### src/rtl/fetch_prefetch_queue.sv
// ---------------------------------------------------------------------------
// fetch_prefetch_queue
//
// Instruction fetch front end feeding the decode stage. Owns the fetch PC,
// issues single-word reads to a variable-latency instruction memory (at most
// one outstanding), and buffers returned words together with their PC+4 in a
// DEPTH-entry FIFO. The FIFO head is presented show-ahead to decode.
// A redirect (PCSrcD) flushes the FIFO, retargets the fetch PC and, if a read
// is still in flight, drops its response when it finally arrives.
//
// Ports
//   Clk          in   1   clock, all state updates on posedge
//   reset        in   1   asynchronous, active-high
//   imem_req     out  1   one-cycle read request
//   imem_addr    out  32  request byte address (always word aligned)
//   imem_rvalid  in   1   read response valid
//   imem_rdata   in   32  read response data
//   StallD       in   1   decode cannot accept the head this cycle
//   PCSrcD       in   1   redirect from decode (taken branch/jump)
//   PCBranchD    in   32  redirect target, low two bits ignored
//   ValidD       out  1   FIFO head valid
//   InstrD       out  32  head instruction, 0 when ValidD=0
//   PCPlus4D     out  32  head instruction's PC+4, 0 when ValidD=0
// ---------------------------------------------------------------------------
module fetch_prefetch_queue #(
    parameter int unsigned DEPTH    = 4,
    parameter logic [31:0] RESET_PC = 32'h0000_0000
) (
    input  logic        Clk,
    input  logic        reset,
    output logic        imem_req,
    output logic [31:0] imem_addr,
    input  logic        imem_rvalid,
    input  logic [31:0] imem_rdata,
    input  logic        StallD,
    input  logic        PCSrcD,
    input  logic [31:0] PCBranchD,
    output logic        ValidD,
    output logic [31:0] InstrD,
    output logic [31:0] PCPlus4D
);

    localparam int unsigned PW = $clog2(DEPTH);
    localparam int unsigned CW = PW + 1;
    localparam logic [CW-1:0] DEPTH_C = CW'(DEPTH);

    // IDLE: nothing in flight. WAIT: one read in flight, response is kept.
    // DROP: one read in flight whose response belongs to a flushed path.
    typedef enum logic [1:0] {
        S_IDLE,
        S_WAIT,
        S_DROP
    } state_t;

    state_t        state_q,    state_d;
    logic [31:0]   fetch_pc_q, fetch_pc_d;
    logic [31:0]   req_pc_q,   req_pc_d;
    logic [PW-1:0] rd_ptr_q,   rd_ptr_d;
    logic [PW-1:0] wr_ptr_q,   wr_ptr_d;
    logic [CW-1:0] count_q,    count_d;

    logic [31:0]   instr_mem [DEPTH];
    logic [31:0]   pc4_mem   [DEPTH];

    logic          push;
    logic          pop;
    logic          issue;
    logic [CW-1:0] count_after;
    logic [31:0]   target_pc;

    assign target_pc = PCBranchD & 32'hFFFF_FFFC;

    // Show-ahead head; zeroed when empty so decode never sees stale entries.
    assign ValidD    = (count_q != '0);
    assign InstrD    = ValidD ? instr_mem[rd_ptr_q] : 32'h0;
    assign PCPlus4D  = ValidD ? pc4_mem[rd_ptr_q]   : 32'h0;

    // fetch_pc_q is always the next address to fetch, so the address bus
    // simply mirrors it; imem_req qualifies it.
    assign imem_addr = fetch_pc_q;
    assign imem_req  = issue;

    always_comb begin
        // NOTE: every signal gets a default first, so no path can leave it
        // unassigned and infer a latch.
        state_d     = state_q;
        fetch_pc_d  = fetch_pc_q;
        req_pc_d    = req_pc_q;
        rd_ptr_d    = rd_ptr_q;
        wr_ptr_d    = wr_ptr_q;
        count_d     = count_q;

        pop         = ValidD && !StallD && !PCSrcD;
        push        = (state_q == S_WAIT) && imem_rvalid && !PCSrcD;
        count_after = count_q + CW'(push) - CW'(pop);

        // From IDLE space is judged on the current occupancy; on a returning
        // response it is judged on the occupancy after this cycle's push/pop,
        // which is what allows one fetch per cycle with a 1-cycle memory.
        issue = 1'b0;
        if (!reset && !PCSrcD) begin
            if (state_q == S_IDLE) begin
                issue = (count_q < DEPTH_C);
            end else if (state_q == S_WAIT) begin
                issue = imem_rvalid && (count_after < DEPTH_C);
            end
        end

        if (PCSrcD) begin
            // Redirect wins over push, pop and issue.
            fetch_pc_d = target_pc;
            rd_ptr_d   = '0;
            wr_ptr_d   = '0;
            count_d    = '0;
            // A read still in flight must be drained before refetching.
            if ((state_q != S_IDLE) && !imem_rvalid) begin
                state_d = S_DROP;
            end else begin
                state_d = S_IDLE;
            end
        end else begin
            if (push) begin
                wr_ptr_d = wr_ptr_q + PW'(1);
            end
            if (pop) begin
                rd_ptr_d = rd_ptr_q + PW'(1);
            end
            count_d = count_after;
            if (issue) begin
                req_pc_d   = fetch_pc_q;
                fetch_pc_d = fetch_pc_q + 32'd4;
            end
            unique case (state_q)
                S_IDLE: if (issue)       state_d = S_WAIT;
                S_WAIT: if (imem_rvalid) state_d = issue ? S_WAIT : S_IDLE;
                S_DROP: if (imem_rvalid) state_d = S_IDLE;
                default:                 state_d = S_IDLE;
            endcase
        end
    end

    always_ff @(posedge Clk or posedge reset) begin
        if (reset) begin
            state_q    <= S_IDLE;
            fetch_pc_q <= RESET_PC;
            req_pc_q   <= RESET_PC;
            rd_ptr_q   <= '0;
            wr_ptr_q   <= '0;
            count_q    <= '0;
        end else begin
            // NOTE: non-blocking assignments so every flop samples the values
            // computed before this edge, independent of statement order.
            state_q    <= state_d;
            fetch_pc_q <= fetch_pc_d;
            req_pc_q   <= req_pc_d;
            rd_ptr_q   <= rd_ptr_d;
            wr_ptr_q   <= wr_ptr_d;
            count_q    <= count_d;
        end
    end

    // NOTE: the storage array has no reset; entries are only observable
    // through ValidD, which is derived from the reset count.
    always_ff @(posedge Clk) begin
        if (push) begin
            instr_mem[wr_ptr_q] <= imem_rdata;
            pc4_mem[wr_ptr_q]   <= req_pc_q + 32'd4;
        end
    end

    // Issue is gated by space, so a push into a full FIFO without a pop
    // can only come from a broken space calculation.
    a_no_overflow: assert property (@(posedge Clk) disable iff (reset)
        !(push && !pop && (count_q == DEPTH_C)));

endmodule

### config.mk
export PLATFORM = sky130hd
export DESIGN_NAME = fetch_prefetch_queue
export DESIGN_NICKNAME = d
export VERILOG_FILES = /design/src/rtl/fetch_prefetch_queue.sv
export SDC_FILE = /design/constraint.sdc
export NUM_CORES = 1
export LEC_CHECK = 0
export CAP_MARGIN = 20
export CORE_ASPECT_RATIO = 0.6
export CORE_MARGIN = 10
export CORE_UTILIZATION = 50
export DETAILED_ROUTE_END_ITERATION = 10
export GPL_TIMING_DRIVEN = 1
export PLACE_DENSITY_LB_ADDON = 0.05
export SYNTH_ARGS = -nofsm -noshare
export SYNTH_HDL_FRONTEND = slang
export SYNTH_SLANG_ARGS = --single-unit
### constraint.sdc
create_clock -name Clk -period 4.55 [get_ports Clk]
set_clock_uncertainty 0.15 [all_clocks]
set_input_delay 0.91 -clock Clk [delete_from_list [all_inputs] [get_ports Clk]]
set_output_delay 0.91 -clock Clk [all_outputs]
set_load 0.005 [all_outputs]
==> results of run 1 <==
## logic make-up (layout without fill, tap and decap cells)
kind of cell / Yosys count / in the layout / share of synthesized area
and+or+nand+nor: 233 / 233 / 0.0923
adders and majority gates: 9 / 9 / 0.00891
buffers and inverters: 64 / 279 / 0.0206
DFF: 317 / 317 / 0.681
other: 1 / 4 / 0.000278
muxes: 87 / 87 / 0.124
xor gates and xnor gates: 39 / 39 / 0.0259
AOI/OAI and AO/OA: 75 / 75 / 0.0471
## worst register-to-register path, delay by kind of cell (launching register included)
family	cells	cell delay, ns
flops	1	0.47
buf+inv	19	2.50
simple gates	3	0.59
## through the flow
| stage | cell area [um2] | std cells |
|---|---|---|
| global placement | 15600 | 1329 |
| detailed placement | 15600 | 1329 |
| CTS | 16700 | 1400 |
| finish | 16700 | 1403 |
| global route | 16700 | 1403 |
| floorplan | 13500 | 828 |
## area by class of cell
class,instances,area [um2]
clock buffer,38,759
clock inverter,16,185
fill,1922,9740
inverter,19,71.3
multi-input combinational,447,4070
sequential,317,9180
tap,360,450
timing repair buffer,206,2020
## final timing paths
| check | startpoint | end | slack, ns | cells after the start |
|---|---|---|---|---|
| min | req_pc_q[31] | req_pc_q[31] | 0.36 | 2 |
| max | StallD | imem_req | 0.14 | 12 |
| max reg2reg | state_q[0] | instr_mem[0][10] | 0.57 | 22 |
| max in group asynchronous | reset | req_pc_q[21] | 2.63 | 3 |
| min in group asynchronous | reset | wr_ptr_q[0] | 0.82 | 2 |
| min reg2reg | req_pc_q[31] | req_pc_q[31] | 0.36 | 2 |
## what timing repair did
item / 4_1_cts / 5_1_grt
setup endpoints to repair: 1 / 1
buffers inserted: 17 / 3
gates resized for setup: 6 / 3
pin swaps: 1 / 2
## state kept, by name, indices dropped and copies added, names as in the netlist
signal,count
req_pc_q,30
pc4_mem,120
imem_addr,30
instr_mem,128
wr_ptr_q,2
rd_ptr_q,2
count_q,3
state_q,2
## placed cells by master (no fill, tap or decap), types with 3 or more instances in the layout
cell type / netlist / final
sky130_fd_sc_hd__or3_1: 4 / 4
sky130_fd_sc_hd__nor2b_1: 63 / 63
sky130_fd_sc_hd__mux2_2: 23 / 23
sky130_fd_sc_hd__buf_4: 4 / 40
sky130_fd_sc_hd__inv_1: 18 / 17
sky130_fd_sc_hd__and3_1: 10 / 10
sky130_fd_sc_hd__nand4_1: 10 / 10
sky130_fd_sc_hd__nand2_1: 58 / 57
sky130_fd_sc_hd__o311ai_0: 6 / 6
sky130_fd_sc_hd__a221o_1: 6 / 6
sky130_fd_sc_hd__nor3_1: 9 / 7
sky130_fd_sc_hd__and2_2: 0 / 4
sky130_fd_sc_hd__clkdlybuf4s50_1: 0 / 157
sky130_fd_sc_hd__a21oi_1: 7 / 7
sky130_fd_sc_hd__and2_1: 8 / 4
sky130_fd_sc_hd__bufinv_16: 0 / 4
sky130_fd_sc_hd__a22oi_1: 6 / 6
sky130_fd_sc_hd__and4_1: 7 / 7
sky130_fd_sc_hd__dfrtp_1: 69 / 67
sky130_fd_sc_hd__o31ai_1: 3 / 3
sky130_fd_sc_hd__o311ai_1: 6 / 6
sky130_fd_sc_hd__mux4_2: 62 / 62
sky130_fd_sc_hd__nor2_1: 25 / 25
sky130_fd_sc_hd__conb_1: 1 / 4
sky130_fd_sc_hd__xor2_1: 9 / 9
sky130_fd_sc_hd__a2111oi_4: 4 / 4
sky130_fd_sc_hd__clkinv_1: 0 / 6
sky130_fd_sc_hd__ha_1: 8 / 8
sky130_fd_sc_hd__or2_2: 5 / 5
sky130_fd_sc_hd__nand3_1: 22 / 22
sky130_fd_sc_hd__o21ai_0: 17 / 17
sky130_fd_sc_hd__clkbuf_1: 28 / 9
sky130_fd_sc_hd__buf_12: 0 / 6
sky130_fd_sc_hd__o211ai_1: 3 / 3
sky130_fd_sc_hd__xnor2_1: 29 / 29
sky130_fd_sc_hd__clkbuf_16: 0 / 29
sky130_fd_sc_hd__edfxtp_1: 248 / 248
## power by group
part,switching [mW],internal (mW),total [mW]
clock network,1.03,1.41,2.44
registers,0.326,3.52,3.85
logic,1.02,1.23,2.25
total,2.38,6.16,8.53
## metal layers
layer / wire length (um) / vias up
li1: - / 3580
met4: 437 / 0
met5: 0 / -
met3: 1860 / 40
met2: 14900 / 204
met1: 14100 / 4079
==> results.tsv, run 1 <==
stage	metric	value	unit
floorplan	Chip Height	147	um
grt	first-pass GRT wire length	49300	um
synthesis	Netlist Area Pre-Place	13500	um2
setup_path	Worst Path Required	3.49	ns
sta	Achievable Freq	0.227	GHz
pwr	total power consumption of the routed design	8.53	mW
synthesis	number of flip-flops and latches in the synthesized netlist	317	
grt	GRT Util Overall	0.183	
setup_path	worst setup path class	in2out	
grt	met2 demand-to-capacity share in global routing	0.295	
sta	slew at the pin with the worst max-slew slack	0.820	ns
sta	tightest slew margin relative to the limit	0.453	
synthesis	library cells used by synthesis	58	
grt	global-route track usage on met1	0.254	
placement	Post-Place Setup Slack	-0.359	ns
floorplan	I/O pin cnt	167	
clock_tree	maximum number of buffers from clock root to sink	3	
grt	initial antenna violation count	0	
synthesis	yosys warns	0	
synthesis	dominant cell by count in the synthesized netlist	sky130_fd_sc_hd__edfxtp_1	
sta	total of endpoints with negative setup slack in the final report	0	
grt	Congestion Overflow GR	0	
setup_path	Worst Setup End Kind	output pin	
route	final routed wirelength across all metal layers	31400	um
route	First DRT Iteration DRCs	586	
placement	half-perimeter wire length after placement	20700	um
synthesis	top area cells in the synthesized netlist	sky130_fd_sc_hd__edfxtp_1 (55%), sky130_fd_sc_hd__dfrtp_1 (13%), sky130_fd_sc_hd__mux4_2 (10%)	
sta	final-report max-slew violation count	0	
cells_and_area	share of the core filled with cells in the final layout	0.632	
cells_and_area	number of diodes added for antenna fixing	0	
setup_path	crit start category	input pin	
setup_path	series of cell instances along the critical path	clkdlybuf4s50_1, nor3_1, ha_1, inv_1, ha_1, inv_1, fa_2, xor2_2, mux2i_2, o21ai_2, inv_2, clkdlybuf4s15_1	
cells_and_area	fraction of layout cells with a size suffix above 1	0.191	
route	DR vias/cell	5.63	
floorplan	floorplan core area	26500	um2
run	max-cap check violation count	0	
clock_tree	CTS H-tree depth	1	
pwr	total power per unit cell area	510	nW/um2
grt	maximum number of pins on one net before global-route repair	65	
pwr	largest voltage drop on the vdd net	0.368	mV
route	DR WL/cell	22.3	um
synthesis	Post-synth top cells	sky130_fd_sc_hd__edfxtp_1 (248), sky130_fd_sc_hd__dfrtp_1 (69), sky130_fd_sc_hd__nor2b_1 (63)	
sta	crit path setup slack, layout	0.141	ns
grt	busiest layer in global routing	met2	
cells_and_area	Layout Nets	1098	
clock_tree	Root Buffer Master	sky130_fd_sc_hd__clkbuf_16	
synthesis	mean instance size in the synthesized netlist	16.3	um2
floorplan	overall die area	34100	um2
setup_path	largest fanout on the critical path	2	
synthesis	register area share after synthesis	0.681	
setup_path	Buf/Inv on CP	5	
placement	Port Buffer Count	160	
sta	unrepaired setup endpoints after global routing	false	
sta	smallest hold slack	0.359	ns
synthesis	cell count after synthesis	825	
floorplan	initial standard-cell utilization of the core	0.509	
clock_tree	Clock transition at path regs	0.05	ns
clock_tree	CTS tree	done	
setup_path	delay-heaviest family, CP	buffers and inverters	
grt	met3 usage in global routing	0.0404	
worst_hold_path	path category of the worst min-delay check	reg2reg	
floorplan	die width	232	um
clock_tree	worst skew pair latency	0.56	ns
pwr	leakage	5.65	nW
clock_tree	cts bufs inserted	29	
route	final antenna-violating net count	0	
setup_path	worst stage delay on the critical path	0.49	ns
setup_path	slowest CP cell	sky130_fd_sc_hd__clkdlybuf4s50_1	
sta	final period utilization	0.969	
route	detailed-router iteration count before antenna repair	6	
synthesis	Yosys top cell area share	0.553	
placement	final estimated routing congestion in global placement	0.856	
cells_and_area	signed area change from the synthesized netlist to the final layout	24.2	%
synthesis	EDFF count, synth	248	
setup_path	critical path data arrival time	3.35	ns
synthesis	asr flop ratio synth	0.218	
clock_tree	number of buffers inserted for hold repair after clock tree synthesis	0	
sta	Hold Vio Cnt, Final	0	
synthesis	leading register cell type out of synthesis	sky130_fd_sc_hd__edfxtp_1	
floorplan	number of standard-cell rows in the floorplan	46	
sta	Final min period	4.41	ns
sta	setup_tns	0	ns
run_status	result of the run	complete, no violations	
synthesis	leading area contributor after synthesis	sky130_fd_sc_hd__edfxtp_1	
grt	number of global-route vias before repair	8434	
clock_tree	Num Clock Sinks	317	
route	count of unresolved DRC violations after routing	0	
route	vias after detailed routing	7903	
Power figures use the tool's default switching activity.
==> run 2: changes to the inputs <==
--- a/config.mk
+++ b/config.mk
@@ -12,6 +12,7 @@
 export DETAILED_ROUTE_END_ITERATION = 10
 export GPL_TIMING_DRIVEN = 1
 export PLACE_DENSITY_LB_ADDON = 0.05
+export RECOVER_POWER = 100
 export SYNTH_ARGS = -nofsm -noshare
 export SYNTH_HDL_FRONTEND = slang
 export SYNTH_SLANG_ARGS = --single-unit
==> run 2 against run 1 <==
Net effect:
- clock power about the same
- critical path depth up 10
- non-clock buffer count unchanged
- routed wire length about the same
- combinational power is 6% lower
- worst hold slack about the same
- power down 1.6%
- design area is 0.84% lower
- utilization decreased by 0.53 points
- global-route usage is the same
- die area unchanged
- via count shrank 0.15%
- largest power group unchanged
==> results.tsv, run 2 (synthesis gave the netlist of run 1 again) <==
stage	metric	value	unit	change
run_status	result of the run	complete, no violations		
floorplan	I/O pin cnt	167		unchanged
clock_tree	number of buffers inserted for hold repair after clock tree synthesis	0		unchanged
setup_path	most repeated library cell on the critical path	sky130_fd_sc_hd__buf_4		
cells_and_area	signed area change from the synthesized netlist to the final layout	23.1	%	
grt	first-pass GRT wire length	49300	um	unchanged
route	vias after detailed routing	7891		-0.15%
pwr	leakage	5.79	nW	+2.4%
sta	tightest slew margin relative to the limit	0.0630		-0.390
setup_path	largest fanout on the critical path	55		+53
cells_and_area	highest-count cells in the layout ignoring fill and taps	sky130_fd_sc_hd__edfxtp_1 (248), sky130_fd_sc_hd__dlygate4sd3_1 (117), sky130_fd_sc_hd__dfrtp_1 (68)		
setup_path	worst setup path class	in2reg		
cells_and_area	register with the most flip-flops	instr_mem		
grt	number of global-route vias before repair	8434		unchanged
clock_tree	CTS tree	done		
pwr	total power consumption of the routed design	8.40	mW	-1.6%
cells_and_area	fraction of layout cells with a size suffix above 1	0.175		-0.0153
setup_path	slowest CP cell	sky130_fd_sc_hd__and2_0		
worst_hold_path	hold_sp	req_pc_q[31]		
route	final routed wirelength across all metal layers	31300	um	about the same
sta	setup_tns	0	ns	unchanged
floorplan	overall die area	34100	um2	unchanged
clock_tree	Clock transition at path regs	0.06	ns	about the same
cells_and_area	number of diodes added for antenna fixing	0		unchanged
cells_and_area	largest registers in the final layout	instr_mem x128, pc4_mem x120		
sta	final period utilization	0.967		-0.00239
route	final antenna-violating net count	0		unchanged
placement	post-place instance area	15600	um2	unchanged
setup_path	Worst Setup End Kind	register		
floorplan	number of standard-cell rows in the floorplan	46		unchanged
route	DR WL/cell	22.3	um	about the same
sta	unrepaired setup endpoints after global routing	false		
run	max-cap check violation count	0		unchanged
sta	Achievable Freq	0.227	GHz	+0.25%
clock_tree	cts bufs inserted	29		unchanged
setup_path	worst stage delay on the critical path	0.64	ns	+0.15 ns
sta	Final min period	4.40	ns	-0.0109 ns
placement	Post-Place Setup Slack	-0.359	ns	unchanged
route	detailed-router iteration count before antenna repair	5		-1
pwr	total power per unit cell area	506	nW/um2	-0.78%
setup_path	series of cell instances along the critical path	dlygate4sd2_1, nor3_4, clkbuf_4, buf_4, buf_4, clkbuf_4, buf_4, buf_4, buf_4, buf_4, buf_4, buf_4, buf_4, clkbuf_4, clkbuf_4, buf_4, buf_4, buf_4, buf_4, clkbuf_1, and2_0, buf_12		
grt	Congestion Overflow GR	0		unchanged
setup_path	delay-heaviest family, CP	buffers and inverters		
route	count of unresolved DRC violations after routing	0		unchanged
cells_and_area	Largest register FFs	128		unchanged
sta	slew at the pin with the worst max-slew slack	1.41	ns	+0.585 ns
sta	final-report max-slew violation count	0		unchanged
clock_tree	CTS H-tree depth	1		unchanged
pwr	largest voltage drop on the vdd net	0.364	mV	-0.93%
cells_and_area	post-route cell area	16600	um2	-0.84%
floorplan	die width	232	um	unchanged
setup_path	crit start category	input pin		
setup_path	startpoint of the lowest-slack register-to-register path	state_q[0]		
floorplan	floorplan core area	26500	um2	unchanged
placement	half-perimeter wire length after placement	20700	um	unchanged
floorplan	initial standard-cell utilization of the core	0.509		unchanged
placement	Port Buffer Count	160		unchanged
clock_tree	worst skew pair latency	0.56	ns	about the same
route	DR vias/cell	5.62		-0.15%
setup_path	Crit. Startpoint	PCSrcD		
clock_tree	maximum number of buffers from clock root to sink	3		unchanged
placement	final estimated routing congestion in global placement	0.856		unchanged
floorplan	Chip Height	147	um	unchanged
grt	GRT Util Overall	0.183		unchanged
clock_tree	Root Buffer Master	sky130_fd_sc_hd__clkbuf_16		
setup_path	critical path data arrival time	4.46	ns	+1.11 ns
setup_path	Buf/Inv on CP	20		+15
grt	initial antenna violation count	0		unchanged
route	First DRT Iteration DRCs	676		+15%
cells_and_area	share of the core filled with cells in the final layout	0.627		-0.00534
clock_tree	Num Clock Sinks	317		unchanged
worst_hold_path	path category of the worst min-delay check	reg2reg		
cells_and_area	Fill cells	1954		+1.7%
cells_and_area	most common cell after layout, fill and taps aside	sky130_fd_sc_hd__edfxtp_1		
setup_path	Worst Path Required	4.62	ns	+1.13 ns
setup_path	minimum setup slack among reg-to-reg paths	0.28	ns	-0.29 ns
grt	maximum number of pins on one net before global-route repair	65		unchanged
sta	total of endpoints with negative setup slack in the final report	0		unchanged
cells_and_area	Layout Nets	1098		unchanged
sta	Hold Vio Cnt, Final	0		unchanged
sta	crit path setup slack, layout	0.152	ns	+0.0109 ns
## run 2: layout make-up
cell class,instances,area [um2],area share
flip-flops and latches,317,9180,0.553
multi-input cells,447,4000,0.241
well taps,360,450,0.0271
clock buffers,38,759,0.0458
inverters,19,71.3,0.00430
repair buffers,206,1950,0.118
clock inverters,16,185,0.0112
## run 2: where the power goes
part / total [mW] / switching (mW) / leakage [nW] / internal (mW)
clock network: 2.44 / 1.03 / 0.453 / 1.41
logic: 2.11 / 0.995 / 2.24 / 1.12
registers: 3.84 / 0.323 / 3.09 / 3.52
## run 2: repair_timing
action | 4_1_cts | 5_1_grt
gates resized for setup | 6 | 3
endpoints found under the hold margin | 0 | 0
pin swaps | 1 | 2
endpoints found under the setup margin | 1 | 1
buffers inserted | 17 | 3
## run 2: final timing paths
kind | to | depth (start not counted)
worst max-delay path | instr_mem[2][25] | 22
worst min-delay path | req_pc_q[31] | 2
worst max register to register | instr_mem[2][25] | 22
worst min register to register | req_pc_q[31] | 2
max in group asynchronous | req_pc_q[21] | 3
min in group asynchronous | rd_ptr_q[1] | 2
## run 2: per-layer routing
metal  up-vias  track usage  wire (um)
met1      4076        0.254      14200
met4         0       0.0325        438
li1       3574            -          -
met2       197        0.295      14900
met5         -            0          0
met3        44       0.0404       1770
## run 2: worst register-to-register path, cell delays in order (launching register included)
cell	delay, ns
sky130_fd_sc_hd__dfrtp_1	0.48
sky130_fd_sc_hd__nand2_2	0.13
sky130_fd_sc_hd__nor3_4	0.17
sky130_fd_sc_hd__clkbuf_4	0.17
sky130_fd_sc_hd__buf_4	0.09
sky130_fd_sc_hd__buf_4	0.09
sky130_fd_sc_hd__clkbuf_4	0.12
sky130_fd_sc_hd__buf_4	0.09
sky130_fd_sc_hd__buf_4	0.09
sky130_fd_sc_hd__buf_4	0.09
sky130_fd_sc_hd__buf_4	0.09
sky130_fd_sc_hd__buf_4	0.09
sky130_fd_sc_hd__buf_4	0.09
sky130_fd_sc_hd__buf_4	0.09
sky130_fd_sc_hd__clkbuf_4	0.12
sky130_fd_sc_hd__clkbuf_4	0.12
sky130_fd_sc_hd__buf_4	0.09
sky130_fd_sc_hd__buf_4	0.09
sky130_fd_sc_hd__buf_4	0.08
sky130_fd_sc_hd__buf_4	0.09
sky130_fd_sc_hd__clkbuf_1	0.22
sky130_fd_sc_hd__and2_0	0.65
sky130_fd_sc_hd__buf_12	0.40
## run 2: stage by stage
stage	cells	hold slack, ns
final	1403	0.359
after global routing	1403	0.419
after CTS	1400	0.360
after detailed placement	1329	0.346
after global placement	1329	0.341
after floorplan	828	0.317
==> RTL change, RTL diff (config.mk and constraints of run 2) <==
Reset style: synchronous (`reset`), changed in one clocked block. Comments in the files are not updated.
--- a/src/rtl/fetch_prefetch_queue.sv
+++ b/src/rtl/fetch_prefetch_queue.sv
@@ -141,3 +141,3 @@
 
-    always_ff @(posedge Clk or posedge reset) begin
+    always_ff @(posedge Clk) begin
         if (reset) begin
Behaviour: differs if reset is asserted again (counterexample within 4 cycles, from zero or initial values and one cycle with reset high); with reset held inactive, the same outputs for 4 cycles.
==> RTL change against run 2 <==
The flow now finishes with violations (capacitance limit, slew limit); global-route usage decreased by 0.71 points; die area shrank 0.55%; first-iteration DRC count decreased by 20%; wire length shrank 4.6%; register-to-register slack gained 0.27 ns; design area decreased by 1.8%; synthesized cell count rose by 8.7%; area after synthesis shrank 0.62%; sequential cell count rose by 2; setup slack lost 0.017 ns; critical path depth is 9 lower; critical path type is now input port to output pin; critical endpoint is now imem_req.
Power is not compared: it rests on default switching activity, and its combinational part moved more than twofold at a synthesized area within 25%.
==> RTL change: results (changes against run 2) <==
Cells and area
  – Number of non-clock buffers: 190 (was 206)
  – Signal buffers share of area: 0.1108 (was 0.1176)
  – Layout cell share with drive strength beyond 1: 0.1377 (was 0.1755)
  – Clock buf count: 39 (was 38)
  – Fraction of area in multi-input gates: 0.2578 (was 0.2410)
  – Final #Nets: 1147 (was 1098)
  – Sequential cell area share: 0.5445 (was 0.5530)
  – Clk cell area share: 0.05467 (was 0.05693)

Detailed routing
  – Routed WL: 29.89 mm (was 31.33 mm)
  – Detail Route met2 WL: 13.97 mm (was 14.91 mm)
  – DR vias: 8015 (was 7891)
  – DRT iter0 DRCs: 541 (was 676)

Job
  – Max_cap viols: 5 (was 0)

Global routing
  – Met3 usage: 0.02769 (was 0.04038)
  – First-pass GRT wire length: 48.07 mm (was 49.29 mm)
  – Met2 usage: 0.2800 (was 0.2955)
  – Met1 usage: 0.2545 (was 0.2537)
  – Gr usage total: 0.1762 (was 0.1832)

Synth
  – Asr flop ratio synth: 0 (was 0.2177)
  – Top cells by area, synth: edfxtp_1 56%, dfxtp_1 11%, mux4_2 10% (was edfxtp_1 55%, dfrtp_1 13%, mux4_2 10%)
  – Post-synth cell types: 64 (was 58)
  – Mux contribution to synthesized area: 0.1142 (was 0.1243)
  – Synth Area in Adders: 0.008968 (was 0.008912)
  – Compound-gate portion of the synthesized area: 0.05166 (was 0.04707)
  – Sequential share of the synthesized area: 0.6621 (was 0.6807)

CTS
  – Number of clock sinks: 319 (was 317)
  – Num CTS Buffers: 30 (was 29)

Timing
  – Slew Limit Fails: 279 (was 0)
  – Slew margin rel.: -0.2596 (was 0.06300)

Placed design
  – Routability Congestion: 0.8401 (was 0.8559)
  – Half-perimeter wire length after placement: 18.97 mm (was 20.75 mm)

Outcome
  – Failing checks: capacitance limit, slew limit
  – Status: finished, violations left (was complete, no violations)
## RTL change: path summary, 6_finish.rpt
kind	start	endpoint	slack, ns	depth (start not counted)
max	imem_rvalid	imem_req	0.14	13
min	req_pc_q[16]	req_pc_q[16]	0.32	2
max reg2reg	state_q[0]	imem_addr[12]	0.55	14
min reg2reg	req_pc_q[16]	req_pc_q[16]	0.32	2
## RTL change: power by group through the flow
| stage | Combinational [mW] | Clock [mW] | Sequential (mW) |
|---|---|---|---|
| 6_report | 0.287 | 2.31 | 3.21 |
| 4_1_cts | 0.307 | 2.37 | 3.21 |
| 3_3_place_gp | 0.300 | 0 | 3.27 |
| 2_1_floorplan | 0.142 | 0 | 3.26 |
| 3_5_place_dp | 0.303 | 0 | 3.27 |
| 5_1_grt | 0.313 | 2.48 | 3.21 |
## RTL change: metrics by stage
step	std cells	hold slack, ns	TNS [ns]	instance area, um^2
2_1_floorplan	900	0.2952	0	13410
3_3_place_gp	1394	0.3149	-0.5351	15450
3_5_place_dp	1394	0.3161	-0.7337	15450
4_1_cts	1449	0.3257	0	16380
5_1_grt	1449	0.3489	0	16300
6_report	1449	0.3247	0	16300
## RTL change: worst max-delay path, cell delays in order
cell and delay (ns):
clkdlybuf4s50_1 0.48, nand2_1 0.08, nor3_2 0.14, inv_1 0.06
ha_1 0.27, inv_1 0.04, ha_2 0.16, fa_2 0.38
xor2_4 0.20, mux2i_4 0.30, o21ai_4 0.12, inv_4 0.07
clkbuf_1 0.11
## RTL change: timing repair
action / 4_1_cts / 5_1_grt
pin swaps: 3 / 3
endpoints found under the setup margin: 1 / 1
resized for setup: 8 / 0
buffers inserted: 3 / 0
